==> src/rtl/bus_interface_unit_pkg.sv <==
// Shared encodings for the bus interface unit: FSM states, write-enable
// polarity and data-pin output-enable patterns.
package bus_interface_unit_pkg;

  typedef enum logic [1:0] {
    IDLE    = 2'd0,
    ADDR_HI = 2'd1,
    ADDR_LO = 2'd2,
    DATA    = 2'd3
  } bus_state_e;

  localparam logic       WE_WRITE = 1'b1;
  localparam logic       WE_READ  = 1'b0;

  localparam logic [7:0] OE_ALL   = 8'hFF;
  localparam logic [7:0] OE_NONE  = 8'h00;

  localparam int         WAIT_W   = 4;

endpackage

==> src/rtl/bus_interface_unit.sv <==
// Sequences one 16-bit core transaction onto the 8-bit multiplexed pins:
// address high byte, address low byte, then a data phase gated by wait states and RDY.
module bus_interface_unit
  import bus_interface_unit_pkg::*;
#(
  parameter int unsigned WAIT_CYCLES = 0
) (
  input  logic       clk_output,
  input  logic       rst_n,
  input  logic       req,
  input  logic       we,
  input  logic [15:0] addr,
  input  logic [7:0] wdata,
  output logic       busy,
  output logic       ack,
  output logic [7:0] rdata,
  input  logic       rdy,
  output logic [7:0] bus_addr,
  output logic       bus_hi,
  input  logic [7:0] bus_data_in,
  output logic [7:0] bus_data_out,
  output logic [7:0] bus_data_oe
);

  localparam logic [WAIT_W-1:0] WAIT_LOAD = WAIT_W'(WAIT_CYCLES);

  bus_state_e        state;
  logic [WAIT_W-1:0] wait_cnt;
  logic              we_q;
  logic [7:0]        addr_lo_q;
  logic [7:0]        wdata_q;

  always_ff @(posedge clk_output) begin
    if (!rst_n) begin
      state        <= IDLE;
      wait_cnt     <= '0;
      we_q         <= WE_READ;
      addr_lo_q    <= 8'h00;
      wdata_q      <= 8'h00;
      busy         <= 1'b0;
      ack          <= 1'b0;
      rdata        <= 8'h00;
      bus_addr     <= 8'h00;
      bus_hi       <= 1'b0;
      bus_data_out <= 8'h00;
      bus_data_oe  <= OE_NONE;
    end else begin
      ack <= 1'b0;
      case (state)
        // The ack term keeps a core still holding req from re-issuing the same transaction
        IDLE: begin
          if (req && !ack) begin
            we_q      <= we;
            addr_lo_q <= addr[7:0];
            wdata_q   <= wdata;
            busy      <= 1'b1;
            bus_addr  <= addr[15:8];
            bus_hi    <= 1'b1;
            state     <= ADDR_HI;
          end
        end
        ADDR_HI: begin
          bus_addr <= addr_lo_q;
          bus_hi   <= 1'b0;
          state    <= ADDR_LO;
        end
        ADDR_LO: begin
          wait_cnt <= WAIT_LOAD;
          if (we_q == WE_WRITE) begin
            bus_data_out <= wdata_q;
            bus_data_oe  <= OE_ALL;
          end
          state <= DATA;
        end
        // rdy only matters once the wait counter has drained
        DATA: begin
          if (wait_cnt != '0) begin
            wait_cnt <= wait_cnt - 1'b1;
          end else if (rdy) begin
            if (we_q == WE_READ) rdata <= bus_data_in;
            bus_data_oe <= OE_NONE;
            ack         <= 1'b1;
            busy        <= 1'b0;
            state       <= IDLE;
          end
        end
        default: state <= IDLE;
      endcase
    end
  end

endmodule

==> config.mk <==
export PLATFORM = sky130hd
export DESIGN_NAME = bus_interface_unit
export DESIGN_NICKNAME = d
export VERILOG_FILES = /design/src/rtl/bus_interface_unit_pkg.sv /design/src/rtl/bus_interface_unit.sv
export SDC_FILE = /design/constraint.sdc
export NUM_CORES = 1
export LEC_CHECK = 0
export CELL_PAD_IN_SITES_DETAIL_PLACEMENT = 1
export CELL_PAD_IN_SITES_GLOBAL_PLACEMENT = 1
export CORE_MARGIN = 2
export CORE_UTILIZATION = 34
export CTS_CLUSTER_DIAMETER = 50
export DETAILED_ROUTE_END_ITERATION = 6
export GPL_TIMING_DRIVEN = 1
export PLACE_DENSITY = 0.83
export SLEW_MARGIN = 10
export SYNTH_ARGS = -nofsm -noshare
export SYNTH_HDL_FRONTEND = slang
export SYNTH_SLANG_ARGS = --single-unit
==> constraint.sdc <==
create_clock -name clk_output -period 1.74 [get_ports clk_output]
set_input_delay 0.348 -clock clk_output [delete_from_list [all_inputs] [get_ports clk_output]]
set_output_delay 0.348 -clock clk_output [all_outputs]
set_load 0.005 [all_outputs]
==> reports/metrics.yaml, run 1 <==
status: "finished clean"
synth_xor_area_share_pct: 0
synth_compound_area_share_pct: 19.1
postCtsHoldBufs: 0
root_buffer: "clkbuf_8"
post_drt_wl_per_cell_um: 14.5
cts_setup_buffers: 0
cp-end-kind: "register"
synth_edf_count: 0
hold_start: "wdata_q[4]"
cts_buffers: 5
core_area_mm2: 0.00639
hold_slack_ns: 0.467
synth_top_area_share_pct: 45.2
synthMuxAreaShare_pct: 3.99
drt_iter0_markers: 87
path_clk_slew_ns: 0.09
yosysTopAreaCell: "dfxtp_1"
yosysMostFrequentCell: "nand2_1"
n_antenna_cell: 0
clock_skew_ns: 0.00650
chipWidth_um: 85.5
postRouteAntennaNets: 0
die_h_um: 85.5
min_path_cells: 2
synth_common_cells: "64 x nand2_1, 51 x dfxtp_1, 25 x a21boi_0"
cts_buffer_depth: 2
async_reset_ff_share_pct: 0
path_class: "reg2reg"
start_util_pct: 35.4
stdcell_area_mm2: 0.00314
die_area_mm2: 0.00731
relSlewSlack_pct: 71.0
clk_latency_ns: 0.30
numPortBuffers: 71
hold-path-endpoint: "wdata_q[4]"
synth_fp_nets: 299
worstPathArrival_ns: 1.83
wirelength_um: 5780
r2r-start: "wait_cnt[0]"
ys.flop_type: "dfxtp_1"
cts_tree: "done"
fmax_mhz: 605
critical_path.startpoint_type: "register"
worst_pin_slew_ns: 0.424
cap_violations: 0
place_ws_ns: -0.0617
hold_path_class: "reg2reg"
clock_sinks: 51
synth-simple-area-share_pct: 21.1
avgSynthCellArea_um2: 8.86
synth_area_leaders: "dfxtp_1 45%, nand2_1 11%, a21boi_0 8.3%"
syn_area_mm2: 0.00226
finalCritPeriodShare_pct: 95.1
viasPerCell: 4.92
drc: 0
synthAdderAreaFrac_pct: 3.88
fin_ws_ns: 0.0859
cts_resized: 0
grt_max_degree: 65
ir_drop_mv: 0.802
fin_crit_ns: 1.65
fin_tns_setup_ns: 0
p_leak_nw: 1.22
power_w: 0.00392
grt_pass1_vias: 2064
synth_seq_cells: 51
hold_violations: 0
syn2layout_area_growth_pct: 39.1
r2r_setup_slack_ns: 0.09
placed_area_mm2: 0.00303
io_pins: 72
worstPathRequired_ns: 1.92
drive_gt1_share_pct: 9.66
slew_violations: 0
rows: 29
setup_viol: 0
reg2reg_depth: 5
power_density_mw_per_mm2: 1250
r2r_end: "state[0]"
grt_overflow_total: 0
fin_nets: 365
yosysSeqAreaShare_pct: 45.2
vias: 1957
crit_fanout: 3
dr.pass1.iters: 4
n_fill_cell: 753
dp_hpwl_um: 4170
grt_use_total_pct: 16.4
synth_cell_types: 35
grt_pass1_wl_um: 9590
synth_top_family_by_area: "simple AND/OR/NAND/NOR gates"
gp_congestion: 0.776
syn_inst: 255
yosysWarnings: 0
h-tree-depth: 2
grt_antenna_before_repair: 0
cells by family after synthesis:
family	Yosys count
adder cells (fa/ha/maj)	7
AO/OA/AOI/OAI	56
AND/OR/NAND/NOR	104
flip-flops	51
multiplexers	9
buffers and inverters	28
routing by layer:
layer | global-route usage, % | part of all wire (%)
met3 | 5.49 | 6.5
met1 | 19.0 | 44
met5 | 0 | 0
met2 | 29.0 | 49
met4 | 4.33 | 1.1
power breakdown:
| part | total (W) | switching, W | internal [W] | leakage (nW) |
|---|---|---|---|---|
| Sequential | 0.00156 | 0.000161 | 0.00140 | 0.417 |
| Clock | 0.000703 | 0.000390 | 0.000313 | 0.0470 |
| Combinational | 0.00165 | 0.000812 | 0.000841 | 0.760 |
| Total | 0.00392 | 0.00136 | 0.00256 | 1.22 |
sequential cells by signal (all words and copies together), names as in the netlist:
name,count
wdata_q,8
addr_lo_q,8
bus_data_out,8
state,2
rdata,8
we_q,1
busy,1
bus_hi,1
ack,1
wait_cnt,4
bus_data_oe,1
bus_addr,8
area by class of cell:
type,instances,area [µm²],area share [%]
inverter,7,28.8,0.916
clock inverter,1,5.00,0.159
sequential,51,1020,32.6
tap,77,96.3,3.07
timing repair buffer,80,798,25.4
clock buffer,6,82.6,2.63
multi-input combinational,176,1100,35.2
how the worst max path moves through the flow:
stage | startpoint | end | slack, ns | cells after the start
finish | wait_cnt[0] | state[0] | 0.09 | 5
global route | state[1] | addr_lo_q[7] | -0.02 | 7
CTS | bus_data_oe[6] | bus_data_oe[3] | 0.04 | 1
floorplan | wait_cnt[0] | bus_data_oe[6] | 0.18 | 6
detailed placement | req | state[0] | -0.06 | 5
global placement | req | busy | 0.04 | 5
placed cells by master, fill, tap and decap left out, types with 6 or more instances in the layout:
cell / n
ha_1: 6
nand2_1: 64
dfxtp_1: 48
clkbuf_8: 6
a21boi_0: 25
clkdlybuf4s50_1: 70
nand3_1: 19
o21ai_0: 12
mux2i_1: 9
buf_4: 7
o211a_1: 8
critical path, stage by stage (launching register included):
cell and delay, ns:
dfxtp_2 0.35, inv_4 0.07, ha_4 0.13, or3b_4 0.40, a2111oi_0 0.47, nor3b_1 0.11
per-stage QoR:
stage / utilization, % / instances
3_3_place_gp: 47.4 / 391
6_report: 49.2 / 398
3_5_place_dp: 47.4 / 391
4_1_cts: 48.8 / 398
5_1_grt: 49.2 / 398
2_1_floorplan: - / 255
(Power assumes the default switching activity.)
==> inputs of run 2 (changes only) <==
--- a/config.mk
+++ b/config.mk
@@ -5,6 +5,7 @@
 export SDC_FILE = /design/constraint.sdc
 export NUM_CORES = 1
 export LEC_CHECK = 0
+export ABC_CLOCK_PERIOD_IN_PS = 1740
 export CELL_PAD_IN_SITES_DETAIL_PLACEMENT = 1
 export CELL_PAD_IN_SITES_GLOBAL_PLACEMENT = 1
 export CORE_MARGIN = 2
==> results of run 2 <==
Same layout as run 1: the final DEF is identical, and so are final timing and power.
==> inputs of run 3 (changes only) <==
--- a/config.mk
+++ b/config.mk
@@ -8,12 +8,12 @@
 export ABC_CLOCK_PERIOD_IN_PS = 1740
 export CELL_PAD_IN_SITES_DETAIL_PLACEMENT = 1
 export CELL_PAD_IN_SITES_GLOBAL_PLACEMENT = 1
-export CORE_MARGIN = 2
 export CORE_UTILIZATION = 34
 export CTS_CLUSTER_DIAMETER = 50
 export DETAILED_ROUTE_END_ITERATION = 6
 export GPL_TIMING_DRIVEN = 1
 export PLACE_DENSITY = 0.83
+export SETUP_SLACK_MARGIN = 0.15
 export SLEW_MARGIN = 10
 export SYNTH_ARGS = -nofsm -noshare
 export SYNTH_HDL_FRONTEND = slang
==> reports/metrics.yaml, run 3 (synthesis gave the netlist of run 1 again) <==
worstPathArrival_ns: 1.87  # +0.04 ns
grt_antenna_before_repair: 0  # unchanged
ir_drop_mv: 0.777  # -3.1%
gp_congestion: 0.793  # +2.2%
fin_nets: 372  # +1.9%
power_w: 0.00410  # +4.5%
relSlewSlack_pct: 71.9  # +0.86 points
cts_buffers: 5  # unchanged
fin_crit_ns: 1.65  # -0.00694 ns
worst_pin_slew_ns: 0.421  # -0.00359 ns
fin_ws_ns: 0.0928  # +0.00694 ns
start_util_pct: 35.4  # unchanged
placed_area_mm2: 0.00302  # -0.17%
root_buffer: "clkbuf_8"
hold_violations: 0  # unchanged
n_antenna_cell: 0  # unchanged
stdcell_area_mm2: 0.00323  # +2.9%
critical_path.startpoint_type: "register"
core_area_mm2: 0.00639  # unchanged
grt_use_total_pct: 17.6  # +1.2 points
worstPathRequired_ns: 1.96  # +0.04 ns
p_leak_nw: 1.28  # +4.1%
path_class: "reg2reg"
slew_violations: 0  # unchanged
clock_sinks: 51  # unchanged
grt_pass1_wl_um: 9740  # +1.6%
drt_iter0_markers: 73  # -16%
path_clk_slew_ns: 0.10  # about the same
postCtsHoldBufs: 0  # unchanged
drc: 0  # unchanged
dp_hpwl_um: 4120  # -1.3%
rsz0062_at_grt: "true"
chipWidth_um: 83.5  # -2.3%
fmax_mhz: 607  # +0.42%
place_inst: 392  # +0.26%
post_drt_wl_per_cell_um: 14.6  # +0.52%
numPortBuffers: 71  # unchanged
finalCritPeriodShare_pct: 94.7  # -0.40 points
rows: 29  # unchanged
stdcell_count: 406  # +2.0%
power_density_mw_per_mm2: 1270  # +1.5%
die_area_mm2: 0.00697  # -4.6%
cap_violations: 0  # unchanged
wirelength_um: 5920  # +2.5%
layout_commonest_cell: "clkdlybuf4s50_1"
postRouteAntennaNets: 0  # unchanged
setup_viol: 0  # unchanged
vias: 1979  # +1.1%
viasPerCell: 4.87  # -0.87%
grt_max_degree: 65  # unchanged
cts_tree: "done"
crit_fanout: 4  # +1
most-common-layout-cells: "69 x clkdlybuf4s50_1, 64 x nand2_1, 46 x dfxtp_1, 25 x a21boi_0, 19 x nand3_1"
die_h_um: 83.5  # -2.3%
io_pins: 72  # unchanged
clk_latency_ns: 0.31  # about the same
cts_buffer_depth: 2  # unchanged
place_ws_ns: -0.0198  # +0.0419 ns
dr.pass1.iters: 4  # unchanged
h-tree-depth: 2  # unchanged
grt_overflow_total: 0  # unchanged
syn2layout_area_growth_pct: 43.2
grt_pass1_vias: 1956  # -5.2%
hold_path_class: "reg2reg"
drive_gt1_share_pct: 13.7  # +4.0 points
cp-end-kind: "register"
status: "finished clean"
clock_skew_ns: 0.00806  # +0.00155 ns
==> run 3: repair_timing <==
| item | CTS | global route |
|---|---|---|
| gates cloned | 0 | 1 |
| resized for setup | 11 | 15 |
| endpoints found under the setup margin | 31 | 44 |
| buffers inserted | 3 | 2 |
| pin swaps | 1 | 7 |
==> run 3: area by class of cell <==
class                      instances  area (µm²)
clock buffer                       7        86.3
clock inverter                     1        8.76
fill                             751        3150
inverter                           7        26.3
multi-input combinational        176        1130
sequential                        51        1030
tap                               77        96.3
timing repair buffer              87         856
==> run 3: stage by stage <==
| step | hold slack (ns) | utilization [%] | TNS [ns] |
|---|---|---|---|
| 6_report | 0.468 | 50.6 | 0 |
| 5_1_grt | 0.488 | 50.6 | -0.0107 |
| 4_1_cts | 0.471 | 49.5 | 0 |
| 3_5_place_dp | 0.457 | 47.3 | -0.0198 |
| 3_3_place_gp | 0.450 | 47.3 | 0 |
| 2_1_floorplan | 0.443 | - | 0 |
==> run 3: final timing paths <==
kind	from	to	slack, ns	depth (start not counted)
setup reg to reg	wait_cnt[1]	state[0]	0.09	6
hold reg to reg	addr_lo_q[1]	addr_lo_q[1]	0.47	2
setup / recovery	wait_cnt[1]	state[0]	0.09	6
hold / removal	addr_lo_q[1]	addr_lo_q[1]	0.47	2
==> run 3: critical path: stages, from the launching register on <==
cell and delay (ns):
dfxtp_2 0.34, inv_2 0.08, ha_4 0.13, or3b_4 0.41, a221oi_4 0.32, nor2_1 0.09, nor3b_1 0.19
==> run 3: where the power goes <==
part,internal (W),switching (W)
Clock,0.000327,0.000405
Sequential,0.00141,0.000156
Combinational,0.000916,0.000880
==> run 3: per-layer routing <==
layer	share of wire, %	vias to the layer above	track usage, %	routed length [µm]
li1	-	1003	-	-
met1	44	914	21.6	2630
met2	48	52	29.4	2850
met3	5.8	10	5.14	342
met4	1.8	0	5.86	104
met5	0	-	0	0
